File: src/rtl/axis_preamble_framer.sv
// AXI-Stream framer: prefixes each output frame with a fixed preamble, optionally segments long frames and enforces an inter-frame gap.
// Latency: 1 cycle from input handshake to m_axis_tvalid. Backpressure: s_axis_tready is high only in DATA while the output register is free.
module axis_preamble_framer #(
    parameter int C_DATA_WIDTH     = 16,
    parameter int C_PREAMBLE_WORDS = 2,
    parameter logic [C_PREAMBLE_WORDS*C_DATA_WIDTH-1:0] C_PREAMBLE_PATTERN = 32'hABCD_1234,
    parameter int C_FRAME_LEN      = 10,
    parameter int C_GAP_CYCLES     = 0
) (
    input  logic                    clk_i,
    input  logic                    rst_i,
    input  logic [C_DATA_WIDTH-1:0] s_axis_tdata,
    input  logic                    s_axis_tvalid,
    output logic                    s_axis_tready,
    input  logic                    s_axis_tlast,
    output logic [C_DATA_WIDTH-1:0] m_axis_tdata,
    output logic                    m_axis_tvalid,
    input  logic                    m_axis_tready,
    output logic                    m_axis_tlast,
    output logic                    seg_o,
    output logic [15:0]             frame_cnt_o
);

    typedef enum logic [1:0] {IDLE, PREAMBLE, DATA, GAP} state_t;

    localparam logic [3:0] PRE_LAST  = 4'(C_PREAMBLE_WORDS - 1);
    localparam logic [9:0] DATA_LAST = 10'(C_FRAME_LEN == 0 ? 0 : C_FRAME_LEN - 1);
    localparam logic [7:0] GAP_LAST  = 8'(C_GAP_CYCLES == 0 ? 0 : C_GAP_CYCLES - 1);
    localparam bit         SEG_EN    = (C_FRAME_LEN != 0);

    state_t                  state_q;
    logic [C_DATA_WIDTH-1:0] tdata_q;
    logic                    tvalid_q;
    logic                    tlast_q;
    logic                    seg_flag_q;
    logic                    seg_q;
    logic [3:0]              pre_idx_q;
    logic [9:0]              data_cnt_q;
    logic [7:0]              gap_cnt_q;
    logic [15:0]             frame_cnt_q;

    logic out_free, m_hs, s_hs, forced_d, tlast_d;

    // Preamble words, most-significant word of the pattern first; unused slots read as zero.
    logic [C_DATA_WIDTH-1:0] pre_words [16];
    for (genvar g = 0; g < 16; g++) begin : g_pre
        if (g < C_PREAMBLE_WORDS) begin : g_used
            assign pre_words[g] = C_PREAMBLE_PATTERN[(C_PREAMBLE_WORDS-1-g)*C_DATA_WIDTH +: C_DATA_WIDTH];
        end else begin : g_unused
            assign pre_words[g] = '0;
        end
    end

    assign out_free      = !tvalid_q || m_axis_tready;
    assign m_hs          = tvalid_q && m_axis_tready;
    assign s_axis_tready = (state_q == DATA) && out_free;
    assign s_hs          = s_axis_tvalid && s_axis_tready;
    assign forced_d      = SEG_EN && (data_cnt_q == DATA_LAST);
    assign tlast_d       = s_axis_tlast || forced_d;

    always_ff @(posedge clk_i) begin
        if (rst_i) begin
            state_q     <= IDLE;
            tdata_q     <= '0;
            tvalid_q    <= 1'b0;
            tlast_q     <= 1'b0;
            seg_flag_q  <= 1'b0;
            seg_q       <= 1'b0;
            pre_idx_q   <= '0;
            data_cnt_q  <= '0;
            gap_cnt_q   <= '0;
            frame_cnt_q <= '0;
        end else begin
            seg_q <= 1'b0;
            if (m_hs) begin
                tvalid_q <= 1'b0;
                tlast_q  <= 1'b0;
                if (tlast_q) begin
                    frame_cnt_q <= frame_cnt_q + 16'd1;
                    seg_q       <= seg_flag_q;
                end
            end
            unique case (state_q)
                IDLE: begin
                    if (s_axis_tvalid && out_free) begin
                        tdata_q    <= pre_words[0];
                        tlast_q    <= 1'b0;
                        tvalid_q   <= 1'b1;
                        seg_flag_q <= 1'b0;
                        data_cnt_q <= '0;
                        if (C_PREAMBLE_WORDS == 1) begin
                            state_q <= DATA;
                        end else begin
                            pre_idx_q <= 4'd1;
                            state_q   <= PREAMBLE;
                        end
                    end
                end
                PREAMBLE: begin
                    // Entering DATA as the last word loads lets payload follow it without a bubble.
                    if (m_hs) begin
                        tdata_q   <= pre_words[pre_idx_q];
                        tlast_q   <= 1'b0;
                        tvalid_q  <= 1'b1;
                        pre_idx_q <= pre_idx_q + 4'd1;
                        if (pre_idx_q == PRE_LAST) begin
                            state_q <= DATA;
                        end
                    end
                end
                DATA: begin
                    if (s_hs) begin
                        tdata_q    <= s_axis_tdata;
                        tlast_q    <= tlast_d;
                        tvalid_q   <= 1'b1;
                        seg_flag_q <= forced_d && !s_axis_tlast;
                        if (tlast_d) begin
                            data_cnt_q <= '0;
                            gap_cnt_q  <= '0;
                            state_q    <= (C_GAP_CYCLES > 0) ? GAP : IDLE;
                        end else begin
                            data_cnt_q <= data_cnt_q + 10'd1;
                        end
                    end
                end
                GAP: begin
                    // The tlast handshake cycle counts, so exactly C_GAP_CYCLES idle cycles reach the output.
                    if (m_hs || !tvalid_q) begin
                        if (gap_cnt_q == GAP_LAST) begin
                            gap_cnt_q <= '0;
                            state_q   <= IDLE;
                        end else begin
                            gap_cnt_q <= gap_cnt_q + 8'd1;
                        end
                    end
                end
            endcase
        end
    end

    assign m_axis_tdata  = tdata_q;
    assign m_axis_tvalid = tvalid_q;
    assign m_axis_tlast  = tlast_q;
    assign seg_o         = seg_q;
    assign frame_cnt_o   = frame_cnt_q;

endmodule
File: config.mk
export PLATFORM = sky130hd
export DESIGN_NAME = axis_preamble_framer
export DESIGN_NICKNAME = d
export VERILOG_FILES = /design/src/rtl/axis_preamble_framer.sv
export SDC_FILE = /design/constraint.sdc
export NUM_CORES = 1
export LEC_CHECK = 0
export CAP_MARGIN = 15
export CORE_MARGIN = 2
export CORE_UTILIZATION = 52
export DETAILED_ROUTE_END_ITERATION = 16
export PLACE_DENSITY = 0.84
export RECOVER_POWER = 25
export REMOVE_ABC_BUFFERS = 1
export SLEW_MARGIN = 10
export SYNTH_ARGS = -nofsm -noshare
export SYNTH_HDL_FRONTEND = slang
export SYNTH_SLANG_ARGS = --single-unit
File: constraint.sdc
create_clock -name clk_i -period 2.59 [get_ports clk_i]
set_input_delay 0.518 -clock clk_i [delete_from_list [all_inputs] [get_ports clk_i]]
set_output_delay 0.518 -clock clk_i [all_outputs]
set_load 0.02 [all_outputs]
==> results by group <==
Critical path
  • Critical path endpoint category: flop
  • CP Data Required Time: around 2.8 ns
  • Worst r2r src: gap_cnt_q[0]
  • Worst path slowest cell: dlygate4sd3_1
  • Worst-path maximum fanout: 8
  • R2R cell count: 7
  • Worst R2R Setup Slack: 0.50 ns
  • Critical path data arrival time: ~2.5 ns
  • Critical path class: in2reg
  • CP Cell Sequence: dlygate4sd3_1 -> clkbuf_1 -> and2_1 -> nor2_1 -> a211o_1 -> a211oi_1 -> nor3_1
  • CP bufs+invs: 2
  • Worst reg2reg endpoint: state_q[1]
  • Crit-path leading delay family: buffers and inverters
  • Max incr delay on CP: 0.56 ns
  • CP startpoint kind: input pin

Timing
  • WHS: roughly 0.46 ns
  • Clk_skew: roughly 0.0064 ns
  • Slew Viols, Final: 0
  • Fin crit period: around 2.2 ns
  • Tcrit/Tclk final: a little under nine tenths
  • Endpoints failing hold: 0
  • Worst-margin pin slew: ~0.53 ns
  • F_max: between 400 and 500 MHz
  • Slew margin rel.: 64.5%
  • RSZ-0062 raised after global routing: false
  • Final-report setup violation count: 0
  • Setup Total Neg Slack: 0 ns

Power and ir drop
  • PwrDens: slightly above 800 nW/um2
  • P_leak: ~1.5 nW
  • Net switching power: around 0.0011 W
  • Total power: 0.00315 W
  • VDD IR max: around 0.66 mV
  • Internal power: 0.00204 W
  • Flop pwr share: about a third
  • Clock network power share: around 29%
  • Logic pwr share: 35.8%
  • Switching Share: a little over a third

Clock tree
  • CTS buffer count: 9
  • Post-CTS setup buffers: 0
  • Clock tree root buffer cell: clkbuf_8
  • H-tree Lvls: 3
  • CTS tree: done
  • Clk_lat worst skew: 0.34 ns
  • CTS sink count: 60
  • CTS Hold Bufs: 0
  • Clock-pin slew on the worst setup and hold paths: 0.07 ns
  • CTS Buffer Depth: 2

Layout
  • Final #Nets: between 400 and 500
  • FILL cells: between 400 and 500
  • Ant. Diodes: 0
  • Area delta synth->final: 28.2%
  • Fraction of layout cells with a size suffix above 1: approximately 7.7%
  • Post-Layout Cell Count: about 500
  • Design area: between 3000 and 4000 um2

Route
  • Post-DRT Antenna Nets: 0
  • Vias/cell: between 5 and 6
  • DRC: 0
  • 1st-pass router iterations: 4
  • First DRT Iteration DRCs: between 100 and 150
  • Routed WL: about 7000 um
  • WL per Instance: ~14 um
  • Total number of vias: between 2k and 3k

Die
  • Initial Util: a little over half
  • Total die area: 6430 um2
  • CORE AREA: 5540 um2
  • Row cnt: 27
  • Die Y: 80.2 um
  • I/O pin count: 57
  • Width of the die: 80.2 um

Global route
  • First-pass GRT wire length: 11600 um
  • Vias in the first global route: between 2k and 3k
  • GRT overflow: 0
  • Largest net degree at the start of global routing: 24
  • GRT Util Overall: 22.9%
  • Initial antenna violation count: 0

Synth
  • Seq/Total Area, Yosys: between 30% and 40%
  • Post-synthesis cell count: about 370
  • Post-synth EDFFs: 0
  • Most used DFF post-synth: dfxtp_1
  • Syn Std Cell Area: roughly 3000 um2
  • Ys async rst share: 0%
  • Yosys top cell by area: dfxtp_1
  • Syn avg cell area: between 8 and 9 um2
  • Post-synth top area share: roughly 40%
  • Synth area leaders: dfxtp_1, nor2_1, nand2_1
  • YS warnings: 0
  • Distinct cells, synth: 50
  • Synthesis-stage register bit count: 60

Min path
  • HP Class: reg2reg
  • Hold_sp: m_axis_tdata[14]
  • Worst Hold Path Cells: 2
  • Hold worst-path end: m_axis_tdata[14]

Placement
  • DP Area: ~3600 um2
  • Port buffer count: 56
  • Post-DP HPWL: 4910 um
  • RePlAce Congestion: slightly below 0.9
  • Placed cells: around 500

Outcome
  • Status: finished, final reports clean

Flow run
  • Max-cap violations: 0
==> sequential cells by signal, indices dropped and copies added, names as in the netlist <==
name / flops
state_q: 2
seg_o: 1
m_axis_tdata: 16
data_cnt_q: 10
pre_idx_q: 4
m_axis_tvalid: 1
seg_flag_q: 1
gap_cnt_q: 8
m_axis_tlast: 1
frame_cnt_o: 16
==> logic make-up after synthesis <==
| logic type | Yosys count | synth area share (%) |
|---|---|---|
| and+or+nand+nor | 169 | 27.6 |
| AOI/OAI and AO/OA | 68 | 14.6 |
| DFF | 60 | 39.8 |
| buffers and inverters | 28 | 4.52 |
| xor gates and xnor gates | 22 | 6.38 |
| adders and majority gates | 13 | 5.39 |
| muxes | 5 | 1.74 |
==> worst max-delay path by stage <==
stage                        from               to  slack, ns  depth (start not counted)
floorplan              state_q[0]  m_axis_tdata[0]       0.45                          6
global placement    m_axis_tready    s_axis_tready       0.06                          4
detailed placement  m_axis_tready    s_axis_tready       0.06                          4
CTS                 m_axis_tready    s_axis_tready       0.06                          4
global route        m_axis_tready  frame_cnt_o[15]       0.19                          7
finish              m_axis_tready  m_axis_tdata[9]       0.36                          7
==> cell usage after synthesis (3+ instances only) <==
| library cell | instances |
|---|---|
| nor3b_1 | 4 |
| and3_1 | 8 |
| buf_4 | 3 |
| o21ai_1 | 3 |
| inv_1 | 12 |
| a21oi_1 | 24 |
| xnor2_1 | 13 |
| nor4_1 | 4 |
| a31oi_1 | 6 |
| nand4_1 | 7 |
| nand3_1 | 23 |
| o21ai_0 | 10 |
| clkbuf_1 | 7 |
| dfxtp_1 | 60 |
| buf_2 | 4 |
| a211oi_1 | 11 |
| mux2i_1 | 3 |
| nor2_1 | 48 |
| nor3_1 | 11 |
| xor2_1 | 9 |
| nand2_1 | 44 |
| ha_1 | 13 |
==> power groups by stage <==
stage	sequential (W)	combinational, W	clock [W]
after floorplan	0.00124	0.000577	0
after global placement	0.00113	0.00111	0
after detailed placement	0.00114	0.00113	0
after CTS	0.00112	0.00114	0.000927
after global routing	0.00113	0.00123	0.000975
final	0.00111	0.00113	0.000910
==> timing repair <==
action                                  4_1_cts  5_1_grt
endpoints found under the setup margin        0        1
hold endpoints to repair                      0        0
gates resized for setup                       0        1
==> layout make-up <==
cell class / instances / area (um2) / share of cell area, %
multi-input combinational: 277 / 1680 / 43.4
sequential: 60 / 1200 / 31.1
timing repair buffer: 66 / 629 / 16.3
clock buffer: 13 / 179 / 4.63
tap: 72 / 90.1 / 2.33
inverter: 12 / 45.0 / 1.16
clock inverter: 3 / 42.5 / 1.10
==> worst register-to-register path, delay by kind of cell, from the launching register on <==
kind | cells | cell delay, ns
AO/OA/AOI/OAI | 1 | 0.29
adder cells (fa/ha/maj) | 1 | 0.14
buffers and inverters | 1 | 0.10
flip-flops | 1 | 0.37
multiplexers | 1 | 0.22
AND/OR/NAND/NOR | 3 | 0.86
==> cells in the final DEF (no fill, tap or decap), types with 3 or more instances in the layout <==
| cell | count |
|---|---|
| nor4_1 | 4 |
| a31oi_1 | 6 |
| clkdlybuf4s50_1 | 42 |
| nor3_1 | 11 |
| inv_1 | 12 |
| a211oi_1 | 11 |
| nand2_1 | 44 |
| xnor2_1 | 13 |
| and3_1 | 8 |
| nand4_1 | 7 |
| nand3_1 | 23 |
| o21ai_1 | 3 |
| ha_1 | 13 |
| xor2_1 | 9 |
| nor3b_1 | 4 |
| buf_4 | 9 |
| o21ai_0 | 10 |
| clkbuf_8 | 13 |
| nor2_1 | 48 |
| a21oi_1 | 24 |
| dlygate4sd3_1 | 12 |
| mux2i_1 | 3 |
| dfxtp_1 | 60 |
==> metal layers <==
metal | vias to the layer above | share of wire, % | track usage (%) | wire length (um)
li1 | 1406 | - | - | -
met1 | 1332 | 45 | 29.5 | 3150
met2 | 74 | 49 | 36.8 | 3450
met3 | 9 | 4.4 | 6.85 | 305
met4 | 0 | 1.4 | 7.46 | 97
met5 | - | 0 | 0 | 0
==> through the flow <==
stage,util (%),setup WS [ns]
after floorplan,-,0.450
after global placement,65.8,0.0574
after detailed placement,65.8,0.0611
after CTS,69.8,0.0623
after global routing,69.8,0.192
final,69.8,0.357
Power figures use the tool's default switching activity.
